===== src/rtl/vram_write_packer.sv =====
// Packs 16-bit pixel writes into 32-bit word writes: two lanes of one word share a
// holding register that is written out when full, on conflict, on timeout or on flush.
module vram_write_packer #(
  parameter int FLUSH_TIMEOUT = 16
) (
  input  logic        clk,
  input  logic        reset_ni,
  input  logic        vram_sel_i,
  input  logic        vram_wr_i,
  input  logic [3:0]  vram_mask_i,
  input  logic [31:0] vram_addr_i,
  input  logic [15:0] vram_data_in_i,
  output logic        vram_ack_o,
  output logic        mem_sel_o,
  output logic        mem_wr_o,
  output logic [3:0]  mem_mask_o,
  output logic [31:0] mem_addr_o,
  output logic [31:0] mem_data_o,
  input  logic        mem_ack_i,
  input  logic        flush_i,
  output logic        idle_o
);

  typedef enum logic [1:0] {
    EMPTY   = 2'd0,
    PARTIAL = 2'd1,
    WRITE   = 2'd2
  } state_t;

  localparam logic [7:0] TIMER_LAST = 8'(FLUSH_TIMEOUT - 1);

  state_t      state, state_nxt;
  logic [30:0] hold_addr, hold_addr_nxt;
  logic [31:0] hold_data, hold_data_nxt;
  logic [3:0]  hold_mask, hold_mask_nxt;
  logic [1:0]  hold_lanes, hold_lanes_nxt;
  logic [7:0]  timer, timer_nxt;
  logic        ack_nxt;
  logic        mem_sel_nxt, mem_wr_nxt;
  logic [3:0]  mem_mask_nxt;
  logic [31:0] mem_addr_nxt, mem_data_nxt;

  logic        accept;
  logic        read_acc;
  logic        write_req;
  logic        mergeable;
  logic [30:0] req_word;
  logic [31:0] req_data;
  logic [3:0]  req_mask;
  logic [1:0]  req_lanes;
  logic        unused_mask_bits;

  // Only the low two byte enables describe a pixel; the upper pair is don't-care.
  assign unused_mask_bits = ^vram_mask_i[3:2];

  assign accept    = vram_sel_i && !vram_ack_o;
  assign read_acc  = accept && !vram_wr_i;
  assign write_req = accept && vram_wr_i;
  assign req_word  = vram_addr_i[31:1];
  assign req_data  = vram_addr_i[0] ? {vram_data_in_i, 16'h0000} : {16'h0000, vram_data_in_i};
  assign req_mask  = vram_addr_i[0] ? {vram_mask_i[1:0], 2'b00} : {2'b00, vram_mask_i[1:0]};
  assign req_lanes = vram_addr_i[0] ? 2'b10 : 2'b01;
  assign mergeable = (req_word == hold_addr) && ((hold_lanes & req_lanes) == 2'b00);
  assign idle_o    = (state == EMPTY) && !vram_sel_i;

  // Next-state and next-output logic for the packing FSM.
  always_comb begin
    state_nxt      = state;
    hold_addr_nxt  = hold_addr;
    hold_data_nxt  = hold_data;
    hold_mask_nxt  = hold_mask;
    hold_lanes_nxt = hold_lanes;
    timer_nxt      = timer;
    ack_nxt        = 1'b0;
    mem_sel_nxt    = mem_sel_o;
    mem_wr_nxt     = mem_wr_o;
    mem_addr_nxt   = mem_addr_o;
    mem_data_nxt   = mem_data_o;
    mem_mask_nxt   = mem_mask_o;
    case (state)
      EMPTY: begin
        if (accept) begin
          ack_nxt = 1'b1;
          if (vram_wr_i) begin
            hold_addr_nxt  = req_word;
            hold_data_nxt  = req_data;
            hold_mask_nxt  = req_mask;
            hold_lanes_nxt = req_lanes;
            timer_nxt      = 8'd0;
            state_nxt      = PARTIAL;
          end else begin
            state_nxt = EMPTY;
          end
        end else begin
          state_nxt = EMPTY;
        end
      end
      PARTIAL: begin
        // Any accepted request, reads included, restarts the idle timer.
        if (read_acc) begin
          ack_nxt   = 1'b1;
          timer_nxt = 8'd0;
        end else begin
          timer_nxt = timer + 8'd1;
        end
        if (write_req && mergeable) begin
          ack_nxt        = 1'b1;
          hold_data_nxt  = hold_data | req_data;
          hold_mask_nxt  = hold_mask | req_mask;
          hold_lanes_nxt = hold_lanes | req_lanes;
          mem_sel_nxt    = 1'b1;
          mem_wr_nxt     = 1'b1;
          mem_addr_nxt   = {1'b0, hold_addr};
          mem_data_nxt   = hold_data | req_data;
          mem_mask_nxt   = hold_mask | req_mask;
          state_nxt      = WRITE;
        end else if (write_req || flush_i || (!read_acc && (timer == TIMER_LAST))) begin
          // A conflicting write is left pending; it is taken once the word is out.
          mem_sel_nxt  = 1'b1;
          mem_wr_nxt   = 1'b1;
          mem_addr_nxt = {1'b0, hold_addr};
          mem_data_nxt = hold_data;
          mem_mask_nxt = hold_mask;
          state_nxt    = WRITE;
        end else begin
          state_nxt = PARTIAL;
        end
      end
      WRITE: begin
        if (mem_ack_i) begin
          mem_sel_nxt    = 1'b0;
          mem_wr_nxt     = 1'b0;
          hold_addr_nxt  = 31'd0;
          hold_data_nxt  = 32'd0;
          hold_mask_nxt  = 4'd0;
          hold_lanes_nxt = 2'd0;
          timer_nxt      = 8'd0;
          state_nxt      = EMPTY;
        end else begin
          state_nxt = WRITE;
        end
      end
      default: begin
        state_nxt = EMPTY;
      end
    endcase
  end

  // State, holding register and registered outputs.
  always_ff @(posedge clk) begin
    if (!reset_ni) begin
      state      <= EMPTY;
      hold_addr  <= 31'd0;
      hold_data  <= 32'd0;
      hold_mask  <= 4'd0;
      hold_lanes <= 2'd0;
      timer      <= 8'd0;
      vram_ack_o <= 1'b0;
      mem_sel_o  <= 1'b0;
      mem_wr_o   <= 1'b0;
      mem_addr_o <= 32'd0;
      mem_data_o <= 32'd0;
      mem_mask_o <= 4'd0;
    end else begin
      state      <= state_nxt;
      hold_addr  <= hold_addr_nxt;
      hold_data  <= hold_data_nxt;
      hold_mask  <= hold_mask_nxt;
      hold_lanes <= hold_lanes_nxt;
      timer      <= timer_nxt;
      vram_ack_o <= ack_nxt;
      mem_sel_o  <= mem_sel_nxt;
      mem_wr_o   <= mem_wr_nxt;
      mem_addr_o <= mem_addr_nxt;
      mem_data_o <= mem_data_nxt;
      mem_mask_o <= mem_mask_nxt;
    end
  end

endmodule


===== config.mk =====
export PLATFORM = sky130hd
export DESIGN_NAME = vram_write_packer
export DESIGN_NICKNAME = d
export VERILOG_FILES = /design/src/rtl/vram_write_packer.sv
export SDC_FILE = /design/constraint.sdc
export NUM_CORES = 1
export LEC_CHECK = 0
export ABC_AREA = 1
export BUFFER_PORTS_ARGS = -buffer_cell sky130_fd_sc_hd__buf_2
export CAP_MARGIN = 10
export CORE_AREA = 3 3 98 147
export DETAILED_ROUTE_END_ITERATION = 12
export DIE_AREA = 0 0 101 150
export PLACE_DENSITY = 0.79
export SETUP_SLACK_MARGIN = 0.02
export SLEW_MARGIN = 0
export SYNTH_ARGS = -nofsm -noshare
export SYNTH_HDL_FRONTEND = slang
export SYNTH_SLANG_ARGS = --single-unit
export TNS_END_PERCENT = 10

===== constraint.sdc =====
create_clock -name clk -period 2.7 [get_ports clk]
set_input_delay 0.81 -clock clk [delete_from_list [all_inputs] [get_ports clk]]
set_output_delay 0.81 -clock clk [all_outputs]
set_load 0.05 [all_outputs]

==> reports/qor.csv <==
metric,value,unit
status,finished clean,
Hold Crit Start,mem_addr_o[21]$_SDFFE_PN0P_,
Iter 0 DRT Violations,276,
Cells after Synth,1119,
number of fill cells,1270,
clock skew,11.8,ps
setup_tns,0,ps
crit end category,output pin,
CP cell instances,inv_1 > ha_1 > inv_1 > nor2_1 > buf_2,
CP Buf/Inv Count,3,
total clock sinks,148,
routed length per instance,13.3,um
Syn. warnings,0,
Worst-Skew Late Latency,420,ps
CTS buffer count,17,
RR Endpoint,hold_data[27]$_SDFFE_PN0P_,
ANT cells,0,
CP arrival,1690,ps
startpoint types,register,
number of post-CTS setup repair buffers,0,
Worst R2R Setup Slack,550,ps
Synth Flop Type,dfxtp_1,
Tightest Pin Transition,734,ps
Pwr per Cell Area,668,nW/um2
"Remaining Overflow, GRT",0,
Crit path largest cell delay,330,ps
highest clock rate,401,MHz
cell mode on critical path,inv_1,
Leak,4.08,nW
Worst Hold Endpoint,mem_addr_o[21]$_SDFFE_PN0P_,
endpoints failing setup,0,
initial antenna violation count,0,
Boundary Pins,130,
sequential cell area,2960,um2
RR Startpoint,state[0]$_SDFF_PN0_,
CTS tree,yes,
first-pass GRT wire length,30.6,mm
"Req. time, crit path",1890,ps
sequential-to-total area share from yosys stat,40.0,%
CTS resizes,0,
final WL,18.4,mm
drt first pass iters,5,
unrepaired setup endpoints after global routing,no,
VDD IR max,0.441,mV
crit-path leading delay family,buffers and inverters,
Final #Nets,1274,
crit path max fanout,5,
Final Cycle Share,92.5,%
Vias,7153,
ys async rst share,0,%
#FFs+latches synth,148,
"Cell Area, Synth",7410,um2
Multi-input gate area,3610,um2
Hold Path Class,reg2reg,
Vias/cell,5.16,
PortBufs,126,
Initial Util,55.3,%
H-tree Lvls,4,
Final ANT Viol Nets,0,
vias in the first global route,6574,
die width,101,um
Root Buffer,clkbuf_16,
final hold violations,0,
die area,15200,um2
Total Power,5.81,mW
row count,52,
Reg2Reg Depth,12,
gpl congestion,0.828,
total track usage,24.9,%
worst relative slew slack,51.1,%
max cap viols,0,
synthesized area per cell,6.63,um2
clock slew seen by the registers of the worst setup and hold paths,70,ps
pin count of the biggest net entering global routing,77,
Post-synth EDFFs,0,
Critical-path top delay cell,dfxtp_1,
hold_buf cts,0,
DRC,0,
core area,13400,um2
Max Slew Vio Count,0,
dpl hpwl,12.4,mm
CTS Buffer Depth,2,
Hold Path Depth,2,
die span in y,150,um
area grow syn2layout,17.3,%
fin crit period,2500,ps
post-synthesis net count,1182,
Crit Path Category,reg2out,
share of layout cells above drive strength 1,17.3,%
Worst Setup SP,state[1]$_SDFF_PN0_,
synth unique cells,37,
post-place instance area,8140,um2
post-route cell area,8700,um2
-- cell usage after synthesis, types with 2 or more instances --
| cell | instances | area, um2 |
|---|---|---|
| inv_1 | 126 | 473 |
| xnor2_1 | 10 | 87.6 |
| nor3_1 | 3 | 15.0 |
| nand4_1 | 3 | 18.8 |
| dfxtp_1 | 148 | 2960 |
| buf_1 | 3 | 11.3 |
| a211oi_1 | 22 | 165 |
| o21ai_0 | 75 | 375 |
| buf_4 | 7 | 52.6 |
| buf_6 | 4 | 45.0 |
| inv_2 | 6 | 22.5 |
| nor2_4 | 2 | 22.5 |
| a21oi_2 | 19 | 166 |
| nand3_1 | 127 | 636 |
| a21oi_1 | 78 | 390 |
| buf_2 | 16 | 80.1 |
| ha_1 | 5 | 62.6 |
| clkbuf_1 | 42 | 158 |
| nand2_1 | 244 | 916 |
| nor2_1 | 162 | 608 |
-- metal layers --
layer  part of all wire, %  global-route usage, %
met2                    51                   43.3
met5                     0                      0
met4                   2.8                   10.5
met1                    40                   28.8
met3                   6.5                   6.25
-- area by class of cell --
type / count / area share (%)
Multi-Input combinational cell: 765 / 41.5
Clock inverter: 13 / 1.31
Sequential cell: 148 / 34.1
Tap cell: 162 / 2.33
Timing Repair Buffer: 146 / 9.98
Inverter: 133 / 5.75
Clock buffer: 19 / 5.09
-- tightest hold or removal path: stages, from the launching register on --
cell and delay (ps):
dfxtp_1 320, nor2_1 40, nor2_1 80
-- state kept, by name (all words and copies together), names as in the netlist --
register    cells
mem_mask_o      4
hold_data      32
vram_ack_o      1
mem_data_o     32
state           2
mem_wr_o        1
hold_lanes      2
timer           8
mem_addr_o     31
hold_mask       4
hold_addr      31
-- cell usage in the layout, fill, tap and decap left out, types with 17 or more instances in the layout --
master and count:
a211oi_1 22, a21oi_1 78, a21oi_2 19, buf_2 126, clkbuf_16 17, dfxtp_1 148
inv_1 126, nand2_1 244, nand3_1 127, nor2_1 162, o21ai_0 75
-- cell families after synthesis --
| logic type | after synthesis | share of synthesized area (%) |
|---|---|---|
| DFF | 148 | 40.0 |
| AOI/OAI and AO/OA | 200 | 15.7 |
| adders and majority gates | 5 | 0.844 |
| buffers and inverters | 206 | 11.6 |
| xor gates and xnor gates | 11 | 1.30 |
| other | 1 | 0.0506 |
| and+or+nand+nor | 548 | 30.6 |
-- stage by stage --
| stage | std cells | hold WS (ps) | util [%] | setup WS [ps] |
|---|---|---|---|---|
| finish | 1386 | 476 | 64.9 | 203 |
| global route | 1386 | 502 | 64.9 | 77.6 |
| CTS | 1386 | 479 | 64.9 | 189 |
| detailed placement | 1354 | 466 | 60.8 | 147 |
| global placement | 1354 | 458 | 60.8 | 156 |
| floorplan | 1119 | 444 | - | 426 |
-- power by group --
group	switching [mW]	internal, mW
registers	0.0912	2.35
logic	0.768	0.369
clock network	1.00	1.23
-- how the worst max path moves through the flow --
stage                                       endpoint  slack, ps  depth (start not counted)
after floorplan                               idle_o        430                          1
after global placement     hold_data[2]$_SDFFE_PN0P_        160                         10
after detailed placement  hold_data[20]$_SDFFE_PN0P_        150                         10
after CTS                                     idle_o        190                          5
after global routing                          idle_o         80                          5
final                                         idle_o        200                          5
Power figures use the tool's default switching activity.
